[config.mk]
export PLATFORM = sky130hd
export DESIGN_NAME = host_rx_framer
export DESIGN_NICKNAME = d
export VERILOG_FILES = /design/src/rtl/host_rx_framer_pkg.sv /design/src/rtl/host_rx_framer.sv
export SDC_FILE = /design/constraint.sdc
export NUM_CORES = 1
export LEC_CHECK = 0
export ABC_AREA = 1
export CORE_UTILIZATION = 61
export DETAILED_ROUTE_END_ITERATION = 10
export PLACE_DENSITY = 0.86
export SYNTH_ARGS = -nofsm -noshare
export SYNTH_HDL_FRONTEND = slang
export SYNTH_SLANG_ARGS = --single-unit
[constraint.sdc]
create_clock -name clk -period 4.5 [get_ports clk]
set_input_delay 0.675 -clock clk [delete_from_list [all_inputs] [get_ports clk]]
set_output_delay 0.675 -clock clk [all_outputs]
set_load 0.02 [all_outputs]
[src/rtl/host_rx_framer_pkg.sv]
// Shared host-protocol parameters: opcodes, header field offsets and derived-size helpers
// used by the host receive framer and its neighbours.
package host_rx_framer_pkg;

  localparam logic [7:0] START_DECODING_MSG      = 8'h01;
  localparam logic [7:0] MEASUREMENT_DATA_HEADER = 8'h02;

  localparam int OPCODE_MSB = 31;
  localparam int OPCODE_LSB = 24;
  localparam int LEN_MSB    = 15;
  localparam int LEN_LSB    = 0;

  // Measurement rounds carried by one frame; never fewer than one.
  function automatic int meas_rounds(input int grid_width_u);
    return (grid_width_u / 2 < 1) ? 1 : grid_width_u / 2;
  endfunction

endpackage

[src/rtl/host_rx_framer.sv]
// Converts framed 32-bit host words into the controller's 8-bit valid/ready byte stream,
// repairing short payloads with zero padding and dropping frames with bad headers.
module host_rx_framer
  import host_rx_framer_pkg::*;
#(
  parameter int GRID_WIDTH_X    = 4,
  parameter int GRID_WIDTH_Z    = 1,
  parameter int GRID_WIDTH_U    = 5,
  parameter int ERR_COUNT_WIDTH = 16
) (
  input  logic                       clk,
  input  logic                       reset,
  input  logic [31:0]                s_data,
  input  logic                       s_valid,
  input  logic                       s_last,
  output logic                       s_ready,
  output logic [7:0]                 out_data,
  output logic                       out_valid,
  input  logic                       out_ready,
  output logic                       frame_error,
  output logic [ERR_COUNT_WIDTH-1:0] error_count
);

  localparam int MEAS_ROUNDS     = meas_rounds(GRID_WIDTH_U);
  localparam int BYTES_PER_ROUND = (GRID_WIDTH_X * GRID_WIDTH_Z + 7) >> 3;
  localparam int EXP_BYTES       = BYTES_PER_ROUND * MEAS_ROUNDS;
  localparam int EXP_WORDS       = (EXP_BYTES + 3) / 4;

  localparam logic [15:0] EXP_LEN   = 16'(EXP_BYTES);
  localparam logic [15:0] LAST_BYTE = 16'(EXP_BYTES - 1);
  localparam logic [15:0] LAST_WORD = 16'(EXP_WORDS - 1);

  typedef enum logic [2:0] {
    S_HEADER,
    S_OPCODE,
    S_PAYLOAD,
    S_PAD,
    S_DISCARD
  } state_t;

  typedef struct packed {
    state_t                     state;
    state_t                     op_next;     // where to go once the opcode byte is taken
    logic [7:0]                 out_data;
    logic                       out_valid;
    logic [31:0]                buf_word;
    logic                       buf_full;
    logic                       buf_last;    // buffered word carried s_last
    logic                       buf_final;   // buffered word is the frame's final payload word
    logic [1:0]                 byte_idx;
    logic [15:0]                emitted;
    logic [15:0]                words;
    logic                       frame_error;
    logic [ERR_COUNT_WIDTH-1:0] error_count;
    logic                       run;         // holds s_ready low for the cycle after reset
  } regs_t;

  regs_t r, r_n;

  logic        byte_free;
  logic        emit_buf;
  logic        buf_drain;
  logic        hdr_take;
  logic        word_take;
  logic        err;
  logic [7:0]  hdr_op;
  logic [15:0] hdr_len;
  logic [7:0]  buf_byte;
  logic        unused_hdr;

  assign hdr_op     = s_data[OPCODE_MSB:OPCODE_LSB];
  assign hdr_len    = s_data[LEN_MSB:LEN_LSB];
  assign unused_hdr = ^s_data[23:16];
  assign buf_byte   = r.buf_word[{r.byte_idx, 3'b000} +: 8];

  // NOTE: every field of r_n is defaulted to its current value first, so no path leaves a latch.
  always_comb begin
    r_n       = r;
    r_n.run   = 1'b1;
    err       = 1'b0;
    byte_free = !r.out_valid || out_ready;
    emit_buf  = r.buf_full && byte_free &&
                (r.state == S_PAYLOAD || (r.state == S_OPCODE && r.op_next == S_PAYLOAD));
    buf_drain = emit_buf && (r.byte_idx == 2'd3 || r.emitted == LAST_BYTE);

    unique case (r.state)
      S_HEADER:  s_ready = byte_free;
      S_OPCODE:  s_ready = (r.op_next == S_PAYLOAD) && !r.buf_full;
      // Refill in the same cycle the buffer's last byte leaves, unless the frame ends here.
      S_PAYLOAD: s_ready = !r.buf_full || (buf_drain && !r.buf_final && !r.buf_last);
      S_DISCARD: s_ready = 1'b1;
      default:   s_ready = 1'b0;
    endcase
    s_ready   = s_ready && r.run;
    hdr_take  = s_valid && s_ready && (r.state == S_HEADER);
    word_take = s_valid && s_ready && (r.state == S_PAYLOAD || r.state == S_OPCODE);

    if (byte_free) r_n.out_valid = 1'b0;

    if (r.state == S_OPCODE && out_ready) r_n.state = r.op_next;

    if (emit_buf) begin
      r_n.out_data  = buf_byte;
      r_n.out_valid = 1'b1;
      r_n.emitted   = r.emitted + 16'd1;
      r_n.byte_idx  = r.byte_idx + 2'd1;
      if (buf_drain) begin
        r_n.buf_full = 1'b0;
        r_n.byte_idx = 2'd0;
        if (r.buf_final) r_n.state = r.buf_last ? S_HEADER : S_DISCARD;
        else             r_n.state = r.buf_last ? S_PAD : S_PAYLOAD;
      end
    end

    if (word_take) begin
      r_n.buf_word  = s_data;
      r_n.buf_full  = 1'b1;
      r_n.buf_last  = s_last;
      r_n.buf_final = (r.words == LAST_WORD);
      r_n.words     = r.words + 16'd1;
      err           = (s_last != (r.words == LAST_WORD));
    end

    if (r.state == S_PAD && byte_free) begin
      r_n.out_data  = 8'h00;
      r_n.out_valid = 1'b1;
      r_n.emitted   = r.emitted + 16'd1;
      if (r.emitted == LAST_BYTE) r_n.state = S_HEADER;
    end

    if (r.state == S_DISCARD && s_valid && s_ready && s_last) r_n.state = S_HEADER;

    if (hdr_take) begin
      r_n.emitted  = 16'd0;
      r_n.words    = 16'd0;
      r_n.byte_idx = 2'd0;
      r_n.buf_full = 1'b0;
      if (hdr_op == START_DECODING_MSG && hdr_len == 16'd0 && s_last) begin
        r_n.state     = S_OPCODE;
        r_n.op_next   = S_HEADER;
        r_n.out_data  = hdr_op;
        r_n.out_valid = 1'b1;
      end else if (hdr_op == MEASUREMENT_DATA_HEADER && hdr_len == EXP_LEN) begin
        r_n.state     = S_OPCODE;
        r_n.op_next   = s_last ? S_PAD : S_PAYLOAD;
        r_n.out_data  = hdr_op;
        r_n.out_valid = 1'b1;
        err           = s_last;
      end else begin
        r_n.state = s_last ? S_HEADER : S_DISCARD;
        err       = 1'b1;
      end
    end

    r_n.frame_error = err;
    if (err && r.error_count != '1) r_n.error_count = r.error_count + 1'b1;
  end

  // NOTE: state updates use non-blocking assignments so every flop samples pre-edge values.
  always_ff @(posedge clk) begin
    if (reset) r <= '0;
    else       r <= r_n;
  end

  assign out_data    = r.out_data;
  assign out_valid   = r.out_valid;
  assign frame_error = r.frame_error;
  assign error_count = r.error_count;

endmodule

==> tab_implementation.tex, run 1 <==
\begin{tabular}{lr}
\hline
Metric & Value \\
\hline
\multicolumn{2}{l}{\textbf{Detailed routing}} \\
Residual DRC & 0 \\
DRT iter0 DRCs & 263 \\
Total number of vias & 5079 \\
Via-to-Cell Ratio & 5.69 \\
Number of optimization iterations in the first detailed-route pass & 6 \\
Wire length per cell after detailed routing & around 14 µm \\
Post-route ant nets & 0 \\
Routed WL & 12.6 mm \\
\multicolumn{2}{l}{\textbf{Timing}} \\
Clock skew & between 0.015 and 0.02 ns \\
Final Hold Violating Endpoints & 0 \\
Setup Viol. Count Final & 0 \\
Fin crit share & 0.816 \\
Headroom to the max-slew limit & 0.294 \\
Highest Clock Rate & 272 MHz \\
Final TNS setup & 0 ns \\
Setup repair after global routing missed its margin & no \\
Worst Tran Pin Value & 1.06 ns \\
Slew Limit Fails & 0 \\
Final min period & 3.67 ns \\
Final hold slack & 0.461 ns \\
\multicolumn{2}{l}{\textbf{Clocking}} \\
Master cell of the clock root buffer & sky130\_fd\_sc\_hd\_\_clkbuf\_8 \\
CTS Buf Count & 9 \\
TritonCTS clock tree & yes \\
\# resized after CTS & 0 \\
Clk Latency, worst-skew pair & 0.38 ns \\
Clock transition at the registers of the reported paths & 0.09 ns \\
Clk sink count & 101 \\
Buffer depth of the longest clock path & 2 \\
Setup Buffers After CTS & 0 \\
\# H-tree levels & 3 \\
Count of hold-fix buffers inserted at cts & 0 \\
\multicolumn{2}{l}{\textbf{Placement}} \\
Number of I/O port buffers & 63 \\
Cell area reported after detailed placement & roughly 5900 µm² \\
Post-DP HPWL & about 8.9 mm \\
Gp weighted congestion & 0.933 \\
\multicolumn{2}{l}{\textbf{Layout}} \\
Post-route cell area & 6150 µm² \\
Share of cells above drive strength 1 & 0.0867 \\
Number of nets at the end of the flow & 822 \\
Ant. Diodes & 0 \\
Post-layout util & 0.709 \\
Layout-stage area growth over the synthesis result & 12.7\% \\
\multicolumn{2}{l}{\textbf{Floorplanning}} \\
Horizontal extent of the die & slightly below 100 µm \\
Core box area & 8680 µm² \\
Area of the die & 9330 µm² \\
Number of rows created at floorplan & 34 \\
Effective utilization at floorplan & 0.629 \\
Ports placed on the boundary & between 60 and 70 \\
Height of the die & a little under 100 µm \\
\multicolumn{2}{l}{\textbf{Global route}} \\
Vias in the first global route & 4749 \\
Global-route usage over all layers & 0.272 \\
Wire length of the first global-routing pass & 21.3 mm \\
Antenna violations before repair & 0 \\
Largest net degree at the start of global routing & 67 \\
Total global routing overflow & 0 \\
\multicolumn{2}{l}{\textbf{Yosys}} \\
Cell types occupying the most area after synthesis & sky130\_fd\_sc\_hd\_\_dfxtp\_1, sky130\_fd\_sc\_hd\_\_a21oi\_1, sky130\_fd\_sc\_hd\_\_nand2\_1 \\
Distinct cell type count after synthesis & 42 \\
Mean post-synth cell area & 7.23 µm² \\
Yosys warning count & 0 \\
Synth Net Count & 798 \\
Combined area of all synthesized cells & 5460 µm² \\
Sequential cell area fraction in the yosys report & 0.370 \\
Instance count of the mapped netlist & 755 \\
Largest area contributor in the synthesized netlist & sky130\_fd\_sc\_hd\_\_dfxtp\_1 \\
Number of flip-flops and latches in the synthesized netlist & between 100 and 150 \\
Share of the synthesized area in the top cell type & 0.370 \\
\multicolumn{2}{l}{\textbf{Pwr}} \\
Power density normalized to cell area & $\sim$270 nW/µm² \\
Total power of the final layout & 0.00166 W \\
Leakage Power & a little over 2 nW \\
Worst IR Drop VDD & between 0.1 and 0.15 mV \\
\multicolumn{2}{l}{\textbf{Worst setup path}} \\
Critical Path, Cell by Cell & clkdlybuf4s50\_1 > nor2\_1 > nor2\_1 > nand2\_2 > inv\_2 > nand4\_1 > nand2\_1 > nand2\_1 > a21boi\_0 > clkdlybuf4s50\_1 \\
Kind of end point of the critical path & primary output \\
Required time worst endpoint & about 3.8 ns \\
Slowest cell delay on critical path & approximately 0.67 ns \\
Start-to-end type of the worst setup path & primary input to primary output \\
Arrival time of data at the critical path endpoint & 3.00 ns \\
Max stage delay cell, worst path & sky130\_fd\_sc\_hd\_\_clkdlybuf4s50\_1 \\
Critical path launch point type & primary input \\
Maximum fanout along the worst path & 20 \\
\multicolumn{2}{l}{\textbf{Min path}} \\
Path category of the worst min-delay check & flip-flop to flip-flop \\
\multicolumn{2}{l}{\textbf{Job}} \\
Max-cap viol count & 0 \\
\multicolumn{2}{l}{\textbf{Outcome}} \\
Status & completed \\
\hline
\end{tabular}
-- worst paths after layout --
check                                   startpoint                  to  slack [ns]  cells after the start
worst max-delay path                     out_ready             s_ready        0.83                     10
worst min-delay path            r[57]$_SDFFE_PP0P_  r[57]$_SDFFE_PP0P_        0.46                      2
worst max register to register  r[50]$_SDFFE_PP0N_  r[25]$_SDFFE_PP0P_        1.52                     13
worst min register to register  r[57]$_SDFFE_PP0P_  r[57]$_SDFFE_PP0P_        0.46                      2
-- synthesized netlist by cell type, drive strengths merged --
master and number:
inv 104, a21boi 1, o21ai 55, nand3b 1, a31oi 1, buf 37, and3 2, nor3 26
o32ai 1, xor2 19, a21oi 92, a22oi 6, nor4 25, nand3 31, nand2 114, or2 2
ha 6, xnor2 6, nor3b 4, nor2 72, dfxtp 101, o21a 1, a211oi 1, o22ai 4
clkbuf 16, nand4 27
-- area by class of cell --
class | count | area (µm²)
Clock buffer | 10 | 138
Clock inverter | 6 | 93.8
Fill cell | 710 | 2520
Inverter | 104 | 390
Multi-Input combinational cell | 497 | 2720
Sequential cell | 101 | 2020
Tap cell | 108 | 135
Timing Repair Buffer | 66 | 653
-- per-layer routing --
layer / global-route usage / wire [µm]
met3: 0.0491 / 584
met5: 0 / 0
met4: 0.129 / 314
met2: 0.458 / 6150
met1: 0.335 / 5580
-- worst max-delay path, delay by kind of cell --
family / cells / cell delay (ns)
AO/OA/AOI/OAI: 1 / 0.32
buffers and inverters: 3 / 1.41
AND/OR/NAND/NOR: 6 / 0.60
-- sequential cells by signal, indices dropped and copies added (netlist names) --
signal / flops
out_valid: 1
out_data: 8
r: 75
frame_error: 1
error_count: 16
-- report_power, final --
part           switching (W)  leakage (nW)  internal [W]
Combinational      0.0000585          1.14     0.0000452
Sequential        0.00000288         0.814      0.000896
Clock               0.000326         0.113      0.000332
-- stage by stage --
step / worst slack [ns] / instances
after floorplan: 2.12 / 755
after global placement: 0.935 / 876
after detailed placement: 0.850 / 876
after CTS: 0.837 / 892
after global routing: 0.673 / 892
final: 0.826 / 892
-- cell usage in the layout, fill, tap and decap left out, drive strengths merged, types with 4 or more instances in the layout --
master	instances
nor2	72
nor3b	4
o22ai	4
xnor2	6
nor4	25
ha	6
xor2	19
nand2	114
clkbuf	10
clkdlybuf4s50	63
nor3	26
nand3	31
a22oi	6
dfxtp	101
a21oi	92
nand4	27
inv	105
o21ai	55
-- kinds of logic (layout without fill, tap and decap cells) --
logic type	after synthesis	after routing	share of synthesized area
AO/OA/AOI/OAI	162	162	0.160
XOR/XNOR	25	25	0.0401
adder cells (fa/ha/maj)	6	6	0.0137
buffers and inverters	157	186	0.131
flip-flops	101	101	0.370
AND/OR/NAND/NOR	304	304	0.285
(Power assumes the default switching activity.)
==> run 2: changes to the inputs <==
--- a/config.mk
+++ b/config.mk
@@ -6,9 +6,9 @@
 export NUM_CORES = 1
 export LEC_CHECK = 0
 export ABC_AREA = 1
-export CORE_UTILIZATION = 61
+export CORE_UTILIZATION = 56
 export DETAILED_ROUTE_END_ITERATION = 10
-export PLACE_DENSITY = 0.86
+export PLACE_DENSITY = 0.8
 export SYNTH_ARGS = -nofsm -noshare
 export SYNTH_HDL_FRONTEND = slang
 export SYNTH_SLANG_ARGS = --single-unit
==> constraint.sdc (replaced) <==
create_clock -name clk -period 3.65 [get_ports clk]
set_input_delay 0.5475 -clock clk [delete_from_list [all_inputs] [get_ports clk]]
set_output_delay 0.5475 -clock clk [all_outputs]
set_load 0.02 [all_outputs]
==> tab_implementation.tex, run 2 (synthesis gave the netlist of run 1 again) <==
\begin{tabular}{lr}
\hline
Metric & Value \\
\hline
\multicolumn{2}{l}{\textbf{Worst setup path}} \\
Required time worst endpoint & 3.10 ns (-0.73 ns) \\
Start-to-end type of the worst setup path & primary input to primary output \\
Flop2flop setup slack & 0.98 ns (-0.54 ns) \\
Maximum fanout along the worst path & 4 (-80\%) \\
Kind of end point of the critical path & primary output \\
Arrival time of data at the critical path endpoint & 2.53 ns (-0.47 ns) \\
Critical path launch point type & primary input \\
\multicolumn{2}{l}{\textbf{Layout}} \\
Number of standard cells in the layout, taps in and fillers out & 916 (+2.7\%) \\
Top library cells by usage in the layout, fill and taps aside & sky130\_fd\_sc\_hd\_\_dfxtp\_1, sky130\_fd\_sc\_hd\_\_nand2\_1, sky130\_fd\_sc\_hd\_\_inv\_1 \\
Share of cells above drive strength 1 & 0.0902 (+0.00348) \\
Layout-stage area growth over the synthesis result & 13.3\% \\
Most common library cell in the layout ignoring fill and taps & sky130\_fd\_sc\_hd\_\_dfxtp\_1 \\
Number of nets at the end of the flow & 826 (+0.49\%) \\
Ant. Diodes & 0 (unchanged) \\
Register bank with the most flops & r \\
Number of flip-flops in the largest register & 75 (unchanged) \\
\multicolumn{2}{l}{\textbf{Detailed routing}} \\
Number of optimization iterations in the first detailed-route pass & 5 (-1) \\
DRT iter0 DRCs & 310 (+18\%) \\
Residual DRC & 0 (unchanged) \\
Via-to-Cell Ratio & 5.48 (-3.7\%) \\
Routed WL & 12.4 mm (-1.5\%) \\
Wire length per cell after detailed routing & 13.6 µm (-4.1\%) \\
Post-route ant nets & 0 (unchanged) \\
Total number of vias & 5024 (-1.1\%) \\
\multicolumn{2}{l}{\textbf{Floorplanning}} \\
Ports placed on the boundary & 64 (unchanged) \\
Core box area & 9330 µm² (+7.5\%) \\
Effective utilization at floorplan & 0.585 (-0.0438) \\
Horizontal extent of the die & 101 µm (+4.3\%) \\
Area of the die & 10100 µm² (+8.7\%) \\
Number of rows created at floorplan & 35 (+2.9\%) \\
Height of the die & 101 µm (+4.3\%) \\
\multicolumn{2}{l}{\textbf{Global route}} \\
Total global routing overflow & 0 (unchanged) \\
Global-route usage over all layers & 0.252 (-0.0197) \\
Vias in the first global route & 4603 (-3.1\%) \\
Antenna violations before repair & 0 (unchanged) \\
Wire length of the first global-routing pass & 20.6 mm (-3.3\%) \\
Global route hottest layer & met2 \\
Largest net degree at the start of global routing & 58 (-13\%) \\
Met3 usage & 0.0527 (+0.00357) \\
GR Util met2 & 0.438 (-0.0199) \\
Global-route met1 utilization & 0.318 (-0.0175) \\
\multicolumn{2}{l}{\textbf{Min path}} \\
Path category of the worst min-delay check & flip-flop to flip-flop \\
\multicolumn{2}{l}{\textbf{Clocking}} \\
CTS Buf Count & 9 (unchanged) \\
Clk Latency, worst-skew pair & 0.36 ns (-0.02 ns) \\
Clk sink count & 101 (unchanged) \\
TritonCTS clock tree & yes \\
\# resized after CTS & 0 (unchanged) \\
Master cell of the clock root buffer & sky130\_fd\_sc\_hd\_\_clkbuf\_8 \\
\# H-tree levels & 3 (unchanged) \\
Buffer depth of the longest clock path & 2 (unchanged) \\
Count of hold-fix buffers inserted at cts & 0 (unchanged) \\
Clock transition at the registers of the reported paths & 0.08 ns (about the same) \\
Setup Buffers After CTS & 0 (unchanged) \\
\multicolumn{2}{l}{\textbf{Timing}} \\
Final TNS setup & 0 ns (unchanged) \\
Setup repair after global routing missed its margin & no \\
Fin crit share & 0.843 \\
Slew Limit Fails & 0 (unchanged) \\
Final hold slack & 0.460 ns (-0.00127 ns) \\
Setup Viol. Count Final & 0 (unchanged) \\
Final min period & 3.08 ns \\
Clock skew & 0.0125 ns (-0.00314 ns) \\
Final Hold Violating Endpoints & 0 (unchanged) \\
Worst Tran Pin Value & 0.613 ns (-0.444 ns) \\
Highest Clock Rate & 325 MHz \\
Headroom to the max-slew limit & 0.587 (+0.293) \\
Final setup slack of the worst path & 0.574 ns (-0.252 ns) \\
\multicolumn{2}{l}{\textbf{Outcome}} \\
Status & completed \\
\multicolumn{2}{l}{\textbf{Placement}} \\
Number of I/O port buffers & 63 (unchanged) \\
Post-DP HPWL & 8.98 mm (+1.1\%) \\
Gp weighted congestion & 0.894 (-4.2\%) \\
Number of placed instances with taps included & 901 (+2.9\%) \\
Setup slack at placement & 0.582 ns (-0.268 ns) \\
\multicolumn{2}{l}{\textbf{Pwr}} \\
Power density normalized to cell area & 316 nW/µm² (+17\%) \\
Worst IR Drop VDD & 0.189 mV (+36\%) \\
Leakage Power & 2.07 nW (+0.43\%) \\
\multicolumn{2}{l}{\textbf{Job}} \\
Max-cap viol count & 0 (unchanged) \\
\hline
\end{tabular}
==> run 2: cell count changes in the layout (fill, tap and decap cells not counted), sizes merged <==
cell and delta:
buf +4, bufinv -1, clkinv -1, clkinvlp +1
==> run 2: worst max-delay path, stage by stage <==
cell and delay, ns:
sky130_fd_sc_hd__clkdlybuf4s50_1 0.48, sky130_fd_sc_hd__nor2_1 0.08, sky130_fd_sc_hd__nor2_1 0.13, sky130_fd_sc_hd__nand2_2 0.09, sky130_fd_sc_hd__inv_2 0.06, sky130_fd_sc_hd__nand4_1 0.07, sky130_fd_sc_hd__nand2_1 0.07, sky130_fd_sc_hd__nand2_1 0.08
sky130_fd_sc_hd__a21boi_0 0.24, sky130_fd_sc_hd__clkdlybuf4s50_1 0.69
==> run 2: path summary, 6_finish.rpt <==
kind | startpoint | to | depth (start not counted)
min | r[58]$_SDFFE_PP0P_ | r[58]$_SDFFE_PP0P_ | 2
max reg2reg | r[34]$_SDFFE_PP0P_ | error_count[2]$_SDFFE_PP0P_ | 16
min reg2reg | r[58]$_SDFFE_PP0P_ | r[58]$_SDFFE_PP0P_ | 2
max | out_ready | s_ready | 10
==> run 2: layer usage <==
layer | wire length [µm] | up-vias
met5 | 0 | -
met4 | 144 | 0
met3 | 694 | 18
met2 | 6070 | 145
met1 | 5540 | 2313
li1 | - | 2548
==> run 2: cell type report <==
cell class	count	area [µm²]
multi-input combinational	497	2720
inverter	104	390
fill	825	3140
tap	129	161
clock buffer	10	138
sequential	101	2020
clock inverter	5	58.8
timing repair buffer	70	696
==> run 2: per-stage QoR <==
| step | power [W] | area (µm²) | utilization |
|---|---|---|---|
| 3_3_place_gp | 0.00126 | 5990 | 0.642 |
| 5_1_grt | 0.00203 | 6190 | 0.663 |
| 4_1_cts | 0.00197 | 6190 | 0.663 |
| 6_report | 0.00195 | 6190 | 0.663 |
| 2_1_floorplan | 0.00120 | 5460 | - |
| 3_5_place_dp | 0.00126 | 5990 | 0.642 |
==> run 2: report_power, final <==
part / switching (W) / internal (W) / total, W / leakage, nW
Sequential: 0.00000337 / 0.00110 / 0.00111 / 0.814
Clock: 0.000386 / 0.000333 / 0.000719 / 0.0948
Combinational: 0.0000709 / 0.0000553 / 0.000126 / 1.16
==> run 3: changes to the inputs <==
==> constraint.sdc (replaced) <==
create_clock -name clk -period 3.2 [get_ports clk]
set_input_delay 0.48 -clock clk [delete_from_list [all_inputs] [get_ports clk]]
set_output_delay 0.48 -clock clk [all_outputs]
set_load 0.02 [all_outputs]
==> tab_implementation.tex, run 3 (synthesis gave the netlist of run 1 again) <==
\begin{tabular}{lr}
\hline
Metric & Value \\
\hline
\multicolumn{2}{l}{\textbf{Detailed routing}} \\
Residual DRC & 0 (unchanged) \\
DRT iter0 DRCs & 305 (-1.6\%) \\
Wire length per cell after detailed routing & 13.7 µm (+0.49\%) \\
DR WL met2 & 6.12 mm (+0.87\%) \\
Total number of vias & 5059 (+0.70\%) \\
Post-route ant nets & 0 (unchanged) \\
Routed metal-1 wire length & 5.58 mm (+0.70\%) \\
Length of routed met3 wiring & 628 µm (-9.5\%) \\
Via-to-Cell Ratio & 5.50 (+0.26\%) \\
Top Layer Used & met4 \\
Routed WL & 12.6 mm (+0.93\%) \\
Number of optimization iterations in the first detailed-route pass & 5 (unchanged) \\
\multicolumn{2}{l}{\textbf{Layout}} \\
Ant. Diodes & 0 (unchanged) \\
Most common library cell in the layout ignoring fill and taps & sky130\_fd\_sc\_hd\_\_dfxtp\_1 \\
Area used by multi-input combinational logic & 2720 µm² (unchanged) \\
Register bank with the most flops & r \\
Number of standard cells in the layout, taps in and fillers out & 920 (+0.44\%) \\
Number of nets at the end of the flow & 829 (+0.36\%) \\
Layout-stage area growth over the synthesis result & 13.2\% \\
Fill count & 805 (-2.4\%) \\
Register cell area after layout & 2020 µm² (unchanged) \\
Share of cells above drive strength 1 & 0.0923 (+0.00207) \\
Number of flip-flops in the largest register & 75 (unchanged) \\
Top library cells by usage in the layout, fill and taps aside & sky130\_fd\_sc\_hd\_\_dfxtp\_1, sky130\_fd\_sc\_hd\_\_nand2\_1, sky130\_fd\_sc\_hd\_\_inv\_1 \\
\multicolumn{2}{l}{\textbf{Timing}} \\
Final TNS setup & 0 ns (unchanged) \\
Slew Limit Fails & 0 (unchanged) \\
Highest Clock Rate & between 300 and 400 MHz \\
Setup Viol. Count Final & 0 (unchanged) \\
Worst Tran Pin Value & 0.711 ns (+0.0975 ns) \\
Fin crit share & 0.935 \\
Final Hold Violating Endpoints & 0 (unchanged) \\
Clock skew & 0.0103 ns (-0.00220 ns) \\
Final min period & 2.99 ns \\
Headroom to the max-slew limit & 0.522 (-0.0656) \\
Setup repair after global routing missed its margin & no \\
\multicolumn{2}{l}{\textbf{Global route}} \\
Total global routing overflow & 0 (unchanged) \\
Wire length of the first global-routing pass & 21.1 mm (+2.7\%) \\
Global-route usage over all layers & 0.258 (+0.00605) \\
Largest net degree at the start of global routing & 57 (-1.7\%) \\
Antenna violations before repair & 0 (unchanged) \\
Vias in the first global route & 4769 (+3.6\%) \\
\multicolumn{2}{l}{\textbf{Worst setup path}} \\
Arrival time of data at the critical path endpoint & 2.51 ns (-0.02 ns) \\
Crit Reg-Reg Endpoint & error\_count[0]\$\_SDFFE\_PP0P\_ \\
Required time worst endpoint & 2.72 ns (-0.38 ns) \\
Cell type group with the largest total delay on the critical path & buffers and inverters \\
Start-to-end type of the worst setup path & flip-flop to primary output \\
Critical path launch point type & flip-flop \\
R2r startpoint & r[34]\$\_SDFFE\_PP0P\_ \\
Depth of the worst register-to-register path & 17 (+1) \\
Maximum fanout along the worst path & 5 (+1) \\
Cell seen most often among critical-path stages & sky130\_fd\_sc\_hd\_\_nand2\_1 \\
Slowest cell delay on critical path & 0.68 ns (about the same) \\
Sum of buffers and inverters on the critical path & 1 (-2) \\
Max stage delay cell, worst path & sky130\_fd\_sc\_hd\_\_clkdlybuf4s50\_1 \\
Critical Path, Cell by Cell & ha\_1 > nand2\_1 > nor2\_2 > nand2\_1 > nand2\_1 > nand4\_1 > nand2\_1 > nand2\_1 > a21boi\_0 > clkdlybuf4s50\_1 \\
Flop2flop setup slack & 0.71 ns (-0.27 ns) \\
Kind of end point of the critical path & primary output \\
\multicolumn{2}{l}{\textbf{Pwr}} \\
Worst IR Drop VDD & 0.236 mV (+25\%) \\
Power density normalized to cell area & 346 nW/µm² (+9.6\%) \\
Leakage Power & 2.07 nW (-0.22\%) \\
\multicolumn{2}{l}{\textbf{Clocking}} \\
Master cell of the clock root buffer & sky130\_fd\_sc\_hd\_\_clkbuf\_8 \\
Clk Latency, worst-skew pair & 0.36 ns (about the same) \\
Clock transition at the registers of the reported paths & 0.09 ns (about the same) \\
\# H-tree levels & 3 (unchanged) \\
Clk sink count & 101 (unchanged) \\
CTS Buf Count & 9 (unchanged) \\
Buffer depth of the longest clock path & 2 (unchanged) \\
TritonCTS clock tree & yes \\
Count of hold-fix buffers inserted at cts & 0 (unchanged) \\
Setup Buffers After CTS & 0 (unchanged) \\
\# resized after CTS & 0 (unchanged) \\
\multicolumn{2}{l}{\textbf{Placement}} \\
Number of placed instances with taps included & 904 (+0.33\%) \\
Number of I/O port buffers & 63 (unchanged) \\
Post-DP HPWL & 9.08 mm (+1.1\%) \\
Gp weighted congestion & 0.881 (-1.5\%) \\
\multicolumn{2}{l}{\textbf{Floorplanning}} \\
Horizontal extent of the die & 101 µm (unchanged) \\
Height of the die & 101 µm (unchanged) \\
Core box area & 9330 µm² (unchanged) \\
Effective utilization at floorplan & 0.585 (unchanged) \\
Number of rows created at floorplan & 35 (unchanged) \\
Area of the die & 10100 µm² (unchanged) \\
Ports placed on the boundary & 64 (unchanged) \\
\multicolumn{2}{l}{\textbf{Outcome}} \\
Status & completed \\
\multicolumn{2}{l}{\textbf{Min path}} \\
Worst hold endpoint & r[81]\$\_SDFFE\_PP0P\_ \\
Min-Delay Path Depth & 2 (unchanged) \\
Source of the worst hold timing path & r[81]\$\_SDFFE\_PP0P\_ \\
Path category of the worst min-delay check & flip-flop to flip-flop \\
\multicolumn{2}{l}{\textbf{Job}} \\
Max-cap viol count & 0 (unchanged) \\
\hline
\end{tabular}
run 3: changes by cell type in the layout (fill, tap and decap cells not counted):
cell	before	now
sky130_fd_sc_hd__clkinvlp_4	2	3
sky130_fd_sc_hd__clkbuf_8	10	9
sky130_fd_sc_hd__clkbuf_1	0	2
sky130_fd_sc_hd__bufinv_16	1	0
sky130_fd_sc_hd__buf_4	6	9
run 3: metal layers:
layer | global-route usage | vias up
met4 | 0.101 | 0
met3 | 0.0374 | 22
met2 | 0.450 | 153
met1 | 0.321 | 2331
li1 | - | 2553
met5 | 0 | -
run 3: power by group:
group / switching (W) / total (W) / internal (W)
sequential: 0.00000413 / 0.00126 / 0.00126
combinational: 0.0000811 / 0.000145 / 0.0000642
clock: 0.000445 / 0.000730 / 0.000285
run 3: worst max-delay path by stage:
stage	cells after the start	start	end
6_report	10	r[34]$_SDFFE_PP0P_	s_ready
5_1_grt	10	r[34]$_SDFFE_PP0P_	s_ready
4_1_cts	10	r[34]$_SDFFE_PP0P_	s_ready
3_5_place_dp	10	out_ready	s_ready
3_3_place_gp	10	out_ready	s_ready
2_1_floorplan	12	r[34]$_SDFFE_PP0P_	r[101]$_SDFF_PP0_
run 3: metrics by stage:
step | setup WS [ns] | cell area, µm² | hold slack, ns | total power (W) | utilization
2_1_floorplan | 1.14 | 5460 | 0.429 | 0.00137 | -
3_3_place_gp | 0.294 | 6010 | 0.438 | 0.00143 | 0.645
3_5_place_dp | 0.275 | 6010 | 0.446 | 0.00144 | 0.645
4_1_cts | 0.186 | 6180 | 0.461 | 0.00215 | 0.663
5_1_grt | 0.0122 | 6180 | 0.480 | 0.00222 | 0.663
6_report | 0.208 | 6180 | 0.457 | 0.00214 | 0.663
run 3: tightest hold or removal path, stage by stage (launching register included):
cell and delay, ns:
sky130_fd_sc_hd__dfxtp_1 0.31, sky130_fd_sc_hd__inv_1 0.06, sky130_fd_sc_hd__a21oi_1 0.05
run 3: final cells by class:
class | count | share of cell area
Multi-Input combinational cell | 497 | 0.440
Sequential cell | 101 | 0.327
Timing Repair Buffer | 73 | 0.116
Inverter | 104 | 0.0632
Tap cell | 129 | 0.0261
Clock buffer | 11 | 0.0213
Clock inverter | 5 | 0.00587
